**config.mk**
```make
export PLATFORM = sky130hd
export DESIGN_NAME = mem_arbiter_flat
export DESIGN_NICKNAME = d
export VERILOG_FILES = /design/src/rtl/etcpu_pkg.sv /design/src/rtl/mem_arbiter_if.sv /design/src/rtl/mem_arb_lat_tracker.sv /design/src/rtl/mem_arbiter.sv /design/src/flat_wrapper.sv
export SDC_FILE = /design/constraint.sdc
export NUM_CORES = 1
export LEC_CHECK = 0
export CAP_MARGIN = 10
export CORE_AREA = 5 5 100 102
export CTS_BUF_LIST = sky130_fd_sc_hd__clkbuf_16
export DETAILED_ROUTE_END_ITERATION = 12
export DIE_AREA = 0 0 105 107
export PLACE_DENSITY = 0.73
export SLEW_MARGIN = 20
export SYNTH_ARGS = -nofsm -noshare
export SYNTH_HDL_FRONTEND = slang
export SYNTH_SLANG_ARGS = --single-unit
```
**constraint.sdc**
```tcl
create_clock -name clk -period 3.5 [get_ports clk]
set_clock_uncertainty 0.15 [all_clocks]
set_input_delay 0.525 -clock clk [delete_from_list [all_inputs] [get_ports clk]]
set_output_delay 0.525 -clock clk [all_outputs]
set_load 0.005 [all_outputs]
```
**src/rtl/etcpu_pkg.sv**
```systemverilog
// rtl/etcpu_pkg.sv - shared types and default widths for the unified-memory arbiter
package etcpu_pkg;

    localparam int DEF_ADDR_W = 32;
    localparam int DEF_DAT_W  = 32;

    typedef enum logic {
        IDLE,
        RD_WAIT
    } arb_state_e;

    typedef enum logic {
        OWN_INST,
        OWN_DATA
    } arb_owner_e;

endpackage

```
**src/rtl/mem_arbiter_if.sv**
```systemverilog
// rtl/mem_arbiter_if.sv - fetch port, data port and memory macro signals of the arbiter
interface mem_arbiter_if #(
    parameter int ADDR_W = 32,
    parameter int DAT_W  = 32
);
    logic              inst_req;
    logic [ADDR_W-1:0] inst_addr;
    logic              inst_gnt;
    logic              inst_rvalid;
    logic [DAT_W-1:0]  inst_rdata;

    logic              dat_req;
    logic              dat_wen;
    logic [ADDR_W-1:0] dat_addr;
    logic [DAT_W-1:0]  dat_wdata;
    logic              dat_gnt;
    logic              dat_rvalid;
    logic [DAT_W-1:0]  dat_rdata;

    logic              mem_cs;
    logic              mem_wen;
    logic [ADDR_W-1:0] mem_addr;
    logic [DAT_W-1:0]  mem_dat_in;
    logic [DAT_W-1:0]  mem_dat_out;

    // Arbiter view.
    modport slave (
        input  inst_req, inst_addr,
        output inst_gnt, inst_rvalid, inst_rdata,
        input  dat_req, dat_wen, dat_addr, dat_wdata,
        output dat_gnt, dat_rvalid, dat_rdata,
        output mem_cs, mem_wen, mem_addr, mem_dat_in,
        input  mem_dat_out
    );

    // Requesters plus memory macro view.
    modport master (
        output inst_req, inst_addr,
        input  inst_gnt, inst_rvalid, inst_rdata,
        output dat_req, dat_wen, dat_addr, dat_wdata,
        input  dat_gnt, dat_rvalid, dat_rdata,
        input  mem_cs, mem_wen, mem_addr, mem_dat_in,
        output mem_dat_out
    );

endinterface

```
**src/rtl/mem_arb_lat_tracker.sv**
```systemverilog
// rtl/mem_arb_lat_tracker.sv - tracks the single outstanding read and its return cycle
module mem_arb_lat_tracker
    import etcpu_pkg::*;
#(
    parameter int RD_LAT = 1
) (
    input  logic       clk,
    input  logic       rst,
    input  logic       rd_grant,
    input  arb_owner_e grant_owner,
    output logic       free,
    output logic       rvalid_inst,
    output logic       rvalid_data
);

    localparam int LW = $clog2(RD_LAT + 1);

    arb_state_e    state_q, state_d;
    arb_owner_e    owner_q, owner_d;
    logic [LW-1:0] lat_cnt_q, lat_cnt_d;
    logic          rvalid_inst_q, rvalid_inst_d;
    logic          rvalid_data_q, rvalid_data_d;

    // The return cycle of a read doubles as an issue slot for the next access.
    assign free        = (state_q == IDLE) || (lat_cnt_q == LW'(1));
    assign rvalid_inst = rvalid_inst_q;
    assign rvalid_data = rvalid_data_q;

    always_comb begin
        state_d   = state_q;
        owner_d   = owner_q;
        lat_cnt_d = lat_cnt_q;
        if (rd_grant) begin
            state_d   = RD_WAIT;
            lat_cnt_d = LW'(RD_LAT);
            owner_d   = grant_owner;
        end else if (state_q == RD_WAIT) begin
            if (lat_cnt_q == LW'(1)) begin
                state_d   = IDLE;
                lat_cnt_d = '0;
            end else begin
                lat_cnt_d = lat_cnt_q - LW'(1);
            end
        end
        // rvalid is registered: it is high in the cycle the counter will sit at 1.
        rvalid_inst_d = (state_d == RD_WAIT) && (lat_cnt_d == LW'(1)) && (owner_d == OWN_INST);
        rvalid_data_d = (state_d == RD_WAIT) && (lat_cnt_d == LW'(1)) && (owner_d == OWN_DATA);
    end

    always_ff @(posedge clk or posedge rst) begin
        if (rst) begin
            state_q       <= IDLE;
            owner_q       <= OWN_INST;
            lat_cnt_q     <= '0;
            rvalid_inst_q <= 1'b0;
            rvalid_data_q <= 1'b0;
        end else begin
            state_q       <= state_d;
            owner_q       <= owner_d;
            lat_cnt_q     <= lat_cnt_d;
            rvalid_inst_q <= rvalid_inst_d;
            rvalid_data_q <= rvalid_data_d;
        end
    end

endmodule

```
**src/rtl/mem_arbiter.sv**
```systemverilog
// rtl/mem_arbiter.sv - shares one single-port memory between fetch and data ports
module mem_arbiter
    import etcpu_pkg::*;
#(
    parameter int ADDR_W     = DEF_ADDR_W,
    parameter int DAT_W      = DEF_DAT_W,
    parameter int RD_LAT     = 1,
    parameter int STARVE_MAX = 4
) (
    input  logic          clk,
    input  logic          rst,
    mem_arbiter_if.slave  bus
);

    localparam int SW = $clog2(STARVE_MAX + 1);

    logic              free;
    logic              rvalid_inst;
    logic              rvalid_data;
    logic              inst_gnt;
    logic              dat_gnt;
    logic              rd_grant;
    arb_owner_e        grant_owner;
    logic [SW-1:0]     starve_cnt_q, starve_cnt_d;

    logic              mem_cs;
    logic              mem_wen;
    logic [ADDR_W-1:0] mem_addr;
    logic [DAT_W-1:0]  mem_dat_in;

    // Data wins ties unless fetch has already lost STARVE_MAX times in a row.
    always_comb begin
        inst_gnt = 1'b0;
        dat_gnt  = 1'b0;
        if (!rst && free) begin
            if (bus.inst_req && bus.dat_req) begin
                if (starve_cnt_q == SW'(STARVE_MAX)) begin
                    inst_gnt = 1'b1;
                end else begin
                    dat_gnt = 1'b1;
                end
            end else if (bus.inst_req) begin
                inst_gnt = 1'b1;
            end else if (bus.dat_req) begin
                dat_gnt = 1'b1;
            end
        end
    end

    always_comb begin
        starve_cnt_d = starve_cnt_q;
        if (!bus.inst_req || inst_gnt) begin
            starve_cnt_d = '0;
        end else if (dat_gnt && (starve_cnt_q != SW'(STARVE_MAX))) begin
            starve_cnt_d = starve_cnt_q + SW'(1);
        end
    end

    always_ff @(posedge clk or posedge rst) begin
        if (rst) begin
            starve_cnt_q <= '0;
        end else begin
            starve_cnt_q <= starve_cnt_d;
        end
    end

    always_comb begin
        mem_cs     = 1'b0;
        mem_wen    = 1'b0;
        mem_addr   = '0;
        mem_dat_in = '0;
        if (inst_gnt) begin
            mem_cs   = 1'b1;
            mem_addr = bus.inst_addr;
        end else if (dat_gnt) begin
            mem_cs     = 1'b1;
            mem_wen    = bus.dat_wen;
            mem_addr   = bus.dat_addr;
            mem_dat_in = bus.dat_wdata;
        end
    end

    // Writes retire in the grant cycle, so only reads reach the tracker.
    assign rd_grant    = inst_gnt || (dat_gnt && !bus.dat_wen);
    assign grant_owner = inst_gnt ? OWN_INST : OWN_DATA;

    mem_arb_lat_tracker #(
        .RD_LAT (RD_LAT)
    ) u_lat_tracker (
        .clk         (clk),
        .rst         (rst),
        .rd_grant    (rd_grant),
        .grant_owner (grant_owner),
        .free        (free),
        .rvalid_inst (rvalid_inst),
        .rvalid_data (rvalid_data)
    );

    assign bus.inst_gnt    = inst_gnt;
    assign bus.dat_gnt     = dat_gnt;
    assign bus.inst_rvalid = rvalid_inst;
    assign bus.dat_rvalid  = rvalid_data;
    assign bus.inst_rdata  = rvalid_inst ? bus.mem_dat_out : '0;
    assign bus.dat_rdata   = rvalid_data ? bus.mem_dat_out : '0;
    assign bus.mem_cs      = mem_cs;
    assign bus.mem_wen     = mem_wen;
    assign bus.mem_addr    = mem_addr;
    assign bus.mem_dat_in  = mem_dat_in;

endmodule

```
**src/flat_wrapper.sv**
```systemverilog
// flat-port wrapper written by rule: the top's interface ports become plain ports
module mem_arbiter_flat import etcpu_pkg::*;
#(
    parameter int ADDR_W     = DEF_ADDR_W,
    parameter int DAT_W      = DEF_DAT_W,
    parameter int RD_LAT     = 1,
    parameter int STARVE_MAX = 4
)
  (clk, rst, bus_inst_req, bus_inst_addr, bus_inst_gnt, bus_inst_rvalid, bus_inst_rdata, bus_dat_req, bus_dat_wen, bus_dat_addr, bus_dat_wdata, bus_dat_gnt, bus_dat_rvalid, bus_dat_rdata, bus_mem_cs, bus_mem_wen, bus_mem_addr, bus_mem_dat_in, bus_mem_dat_out);
  mem_arbiter_if #(.ADDR_W(ADDR_W), .DAT_W(DAT_W)) bus_i ();
  input  logic clk;
  input  logic rst;
  input wire logic [$bits(bus_i.inst_req)-1:0] bus_inst_req;
  input wire logic [$bits(bus_i.inst_addr)-1:0] bus_inst_addr;
  output wire logic [$bits(bus_i.inst_gnt)-1:0] bus_inst_gnt;
  output wire logic [$bits(bus_i.inst_rvalid)-1:0] bus_inst_rvalid;
  output wire logic [$bits(bus_i.inst_rdata)-1:0] bus_inst_rdata;
  input wire logic [$bits(bus_i.dat_req)-1:0] bus_dat_req;
  input wire logic [$bits(bus_i.dat_wen)-1:0] bus_dat_wen;
  input wire logic [$bits(bus_i.dat_addr)-1:0] bus_dat_addr;
  input wire logic [$bits(bus_i.dat_wdata)-1:0] bus_dat_wdata;
  output wire logic [$bits(bus_i.dat_gnt)-1:0] bus_dat_gnt;
  output wire logic [$bits(bus_i.dat_rvalid)-1:0] bus_dat_rvalid;
  output wire logic [$bits(bus_i.dat_rdata)-1:0] bus_dat_rdata;
  output wire logic [$bits(bus_i.mem_cs)-1:0] bus_mem_cs;
  output wire logic [$bits(bus_i.mem_wen)-1:0] bus_mem_wen;
  output wire logic [$bits(bus_i.mem_addr)-1:0] bus_mem_addr;
  output wire logic [$bits(bus_i.mem_dat_in)-1:0] bus_mem_dat_in;
  input wire logic [$bits(bus_i.mem_dat_out)-1:0] bus_mem_dat_out;
  assign bus_i.inst_req = bus_inst_req;
  assign bus_i.inst_addr = bus_inst_addr;
  assign bus_inst_gnt = bus_i.inst_gnt;
  assign bus_inst_rvalid = bus_i.inst_rvalid;
  assign bus_inst_rdata = bus_i.inst_rdata;
  assign bus_i.dat_req = bus_dat_req;
  assign bus_i.dat_wen = bus_dat_wen;
  assign bus_i.dat_addr = bus_dat_addr;
  assign bus_i.dat_wdata = bus_dat_wdata;
  assign bus_dat_gnt = bus_i.dat_gnt;
  assign bus_dat_rvalid = bus_i.dat_rvalid;
  assign bus_dat_rdata = bus_i.dat_rdata;
  assign bus_mem_cs = bus_i.mem_cs;
  assign bus_mem_wen = bus_i.mem_wen;
  assign bus_mem_addr = bus_i.mem_addr;
  assign bus_mem_dat_in = bus_i.mem_dat_in;
  assign bus_i.mem_dat_out = bus_mem_dat_out;
  mem_arbiter #(.ADDR_W(ADDR_W), .DAT_W(DAT_W), .RD_LAT(RD_LAT), .STARVE_MAX(STARVE_MAX)) u_core (.clk(clk), .rst(rst), .bus(bus_i));
endmodule
```
==> summary.md <==
| Metric | Value |
|---|---|
| Die H | ~110 um |
| P_leak | around 1.7 nW |
| Diodes inserted | 0 |
| Floorplan row count | 35 |
| Iteration-0 DRC Markers | 54 |
| Commonest non-fill, non-tap cell in the layout | clkdlybuf4s50_1 |
| Clock-pin slew on the worst setup and hold paths | around 0.04 ns |
| Netlist cell types | 24 |
| Total Wirelength | ~9000 um |
| Vias in the first global route | approximately 2400 |
| Root Buffer | clkbuf_16 |
| Die span in x | 105 um |
| Avg WL per Cell | approximately 16 um |
| Worst-margin pin slew | 0.749 ns |
| Router iterations before antenna repair | 4 |
| Pwr/cell area | 238 mW/mm2 |
| Die ar. | about 0.011 mm2 |
| Status | completed |
| Maximum root-to-sink buffer count | 2 |
| Clock Sinks | 8 |
| Kind of critical path | in2out |
| Vias per cell | between 4 and 5 |
| Max Fclk | 311 MHz |
| RePlAce Congestion | 0.836 |
| Core area | about 0.0090 mm2 |
| Max Cap Viol | 0 |
| Crit path time final | approximately 3.2 ns |
| CTS tree | yes |
| CP max FO | 50 |
| Gr usage total | 14.4% |
| Worst slew margin | between 50% and 60% |
| Cells after synthesis | around 190 |
| Vias | between 2000 and 2500 |
| Most frequent cells in the layout | clkdlybuf4s50_1, and2_1, a22o_1 |
| Setup TNS | 0 ns |
| Total setup buffers inserted after CTS | 0 |
| Final core occ | 47.3% |
| CP Capture Type | primary output |
| GRT overflow | 0 |
| Syn. warnings | 0 |
| Post-detail-place hpwl | ~8000 um |
| Number of H-tree levels | 1 |
| Largest net degree at the start of global routing | a little over 50 |
| Worst VDD drop | roughly 0.00014 V |
| Area of the mapped netlist | between 0.001 and 0.0015 mm2 |
| Register area share after synthesis | between 10% and 20% |
| Tightest Hold Check Type | reg2reg |
| RSZ-0062 raised after global routing | no |
| Port bufs | about 270 |
| ANT nets after route | 0 |
| DRC viols | 0 |
| Mapped Nets | between 300 and 400 |
| Cts bufs inserted | 3 |
| Critical Path AT | 2.54 ns |
| Fin crit share | between 90% and 100% |
| #FFs+latches synth | 8 |
| Final setup viols | 0 |
| Layout cell share with drive strength beyond 1 | around 2.5% |
| Global-route wire length before repair | about 13000 um |
| Syn avg cell area | roughly 7.5 um2 |
| Top Ports | 267 |
| Post-CTS sizing | 0 |
| Setup crit start kind | input pin |
| Initial antenna violation count | 1 |
| Final nets | roughly 590 |
| Latest clock arrival within the worst-skew pair | ~0.23 ns |
| Hold_buf cts | 0 |
| Initial core utilization | ~16% |
| Final hold violations | 0 |
| Fin. max-slew vios | 0 |
| Area growth syn-to-layout | 196% |
| Critical Path RT | roughly 2.8 ns |
## final cells by class
| type | count | area, um2 |
|---|---|---|
| well taps | 111 | 139 |
| repair buffers | 269 | 2710 |
| clock buffers | 3 | 75.1 |
| fillers | 837 | 4760 |
| inverters | 9 | 33.8 |
| multi-input cells | 158 | 1100 |
| flip-flops and latches | 8 | 200 |
## cell usage after synthesis (all sizes together)
cell type  instances  area share [%]
o21ai              6             2.1
a21bo              1            0.69
a21boi             3             1.6
nand3              3             1.7
nor2               3             1.3
and2              96              42
a41oi              1            0.61
o21a               1            0.52
inv                9             2.3
buf               10             5.6
dfrtp              8              14
nor4b              1            0.61
nand2              2            0.52
o211ai             2             1.0
clkbuf             6             1.6
nand4              2            0.87
a22o              32              19
nor3b              1            0.52
ha                 4             3.5
## layer usage
| layer | vias to the layer above | track usage, % | routed length, um |
|---|---|---|---|
| met4 | 2 | 2.74 | 58 |
| met3 | 8 | 5.60 | 1030 |
| met1 | 1007 | 14.6 | 3140 |
| li1 | 1161 | - | - |
| met5 | - | 0 | 20 |
| met2 | 156 | 27.7 | 4790 |
## metrics by stage
step / instance area (um2) / power (mW) / hold slack, ns / cells / setup slack [ns]
finish: 4260 / 1.02 / 0.354 / 558 / 0.287
floorplan: 1440 / 0.353 / 0.191 / 191 / 1.42
CTS: 4260 / 1.03 / 0.364 / 558 / 0.277
global route: 4260 / 1.09 / 0.386 / 558 / 0.127
detailed placement: 4190 / 0.834 / 0.359 / 555 / 0.281
global placement: 4190 / 0.827 / 0.347 / 555 / 0.342
## sequential cells by signal, indices dropped and copies added (netlist names)
signal                            flops
u_core.starve_cnt_q                   3
u_core.u_lat_tracker.rvalid_inst      1
u_core.u_lat_tracker.owner_q          1
u_core.u_lat_tracker.rvalid_data      1
u_core.u_lat_tracker.state_q          1
u_core.u_lat_tracker.lat_cnt_q        1
## report_power, final
group / switching (mW) / internal, mW
sequential: 0.0392 / 0.111
combinational: 0.203 / 0.470
clock: 0.0447 / 0.147
## worst max-delay path: stages
cell,delay [ns]
clkdlybuf4s50_1,0.52
nor2_4,0.20
nand3_2,0.15
inv_2,0.17
buf_12,0.22
and2_1,0.21
clkdlybuf4s50_1,0.52
## worst paths after layout
kind / from / endpoint / slack (ns) / depth (start not counted)
max: rst / bus_mem_dat_in[21] / 0.29 / 7
min: u_core.u_lat_tracker.owner_q / u_core.u_lat_tracker.rvalid_inst / 0.35 / 1
max reg2reg: u_core.u_lat_tracker.state_q / u_core.u_lat_tracker.owner_q / 1.84 / 6
min reg2reg: u_core.u_lat_tracker.owner_q / u_core.u_lat_tracker.rvalid_inst / 0.35 / 1
max in group asynchronous: rst / u_core.u_lat_tracker.state_q / 2.40 / 2
min in group asynchronous: rst / u_core.starve_cnt_q[2] / 0.57 / 2
## logic make-up (layout without fill, tap and decap cells)
kind of cell / after synthesis / after routing / synth area share [%]
AOI/OAI and AO/OA: 46 / 46 / 26.0
adders and majority gates: 4 / 4 / 3.47
buffers and inverters: 25 / 281 / 9.46
DFF: 8 / 8 / 13.9
and+or+nand+nor: 108 / 108 / 47.2
Power figures use the tool's default switching activity.
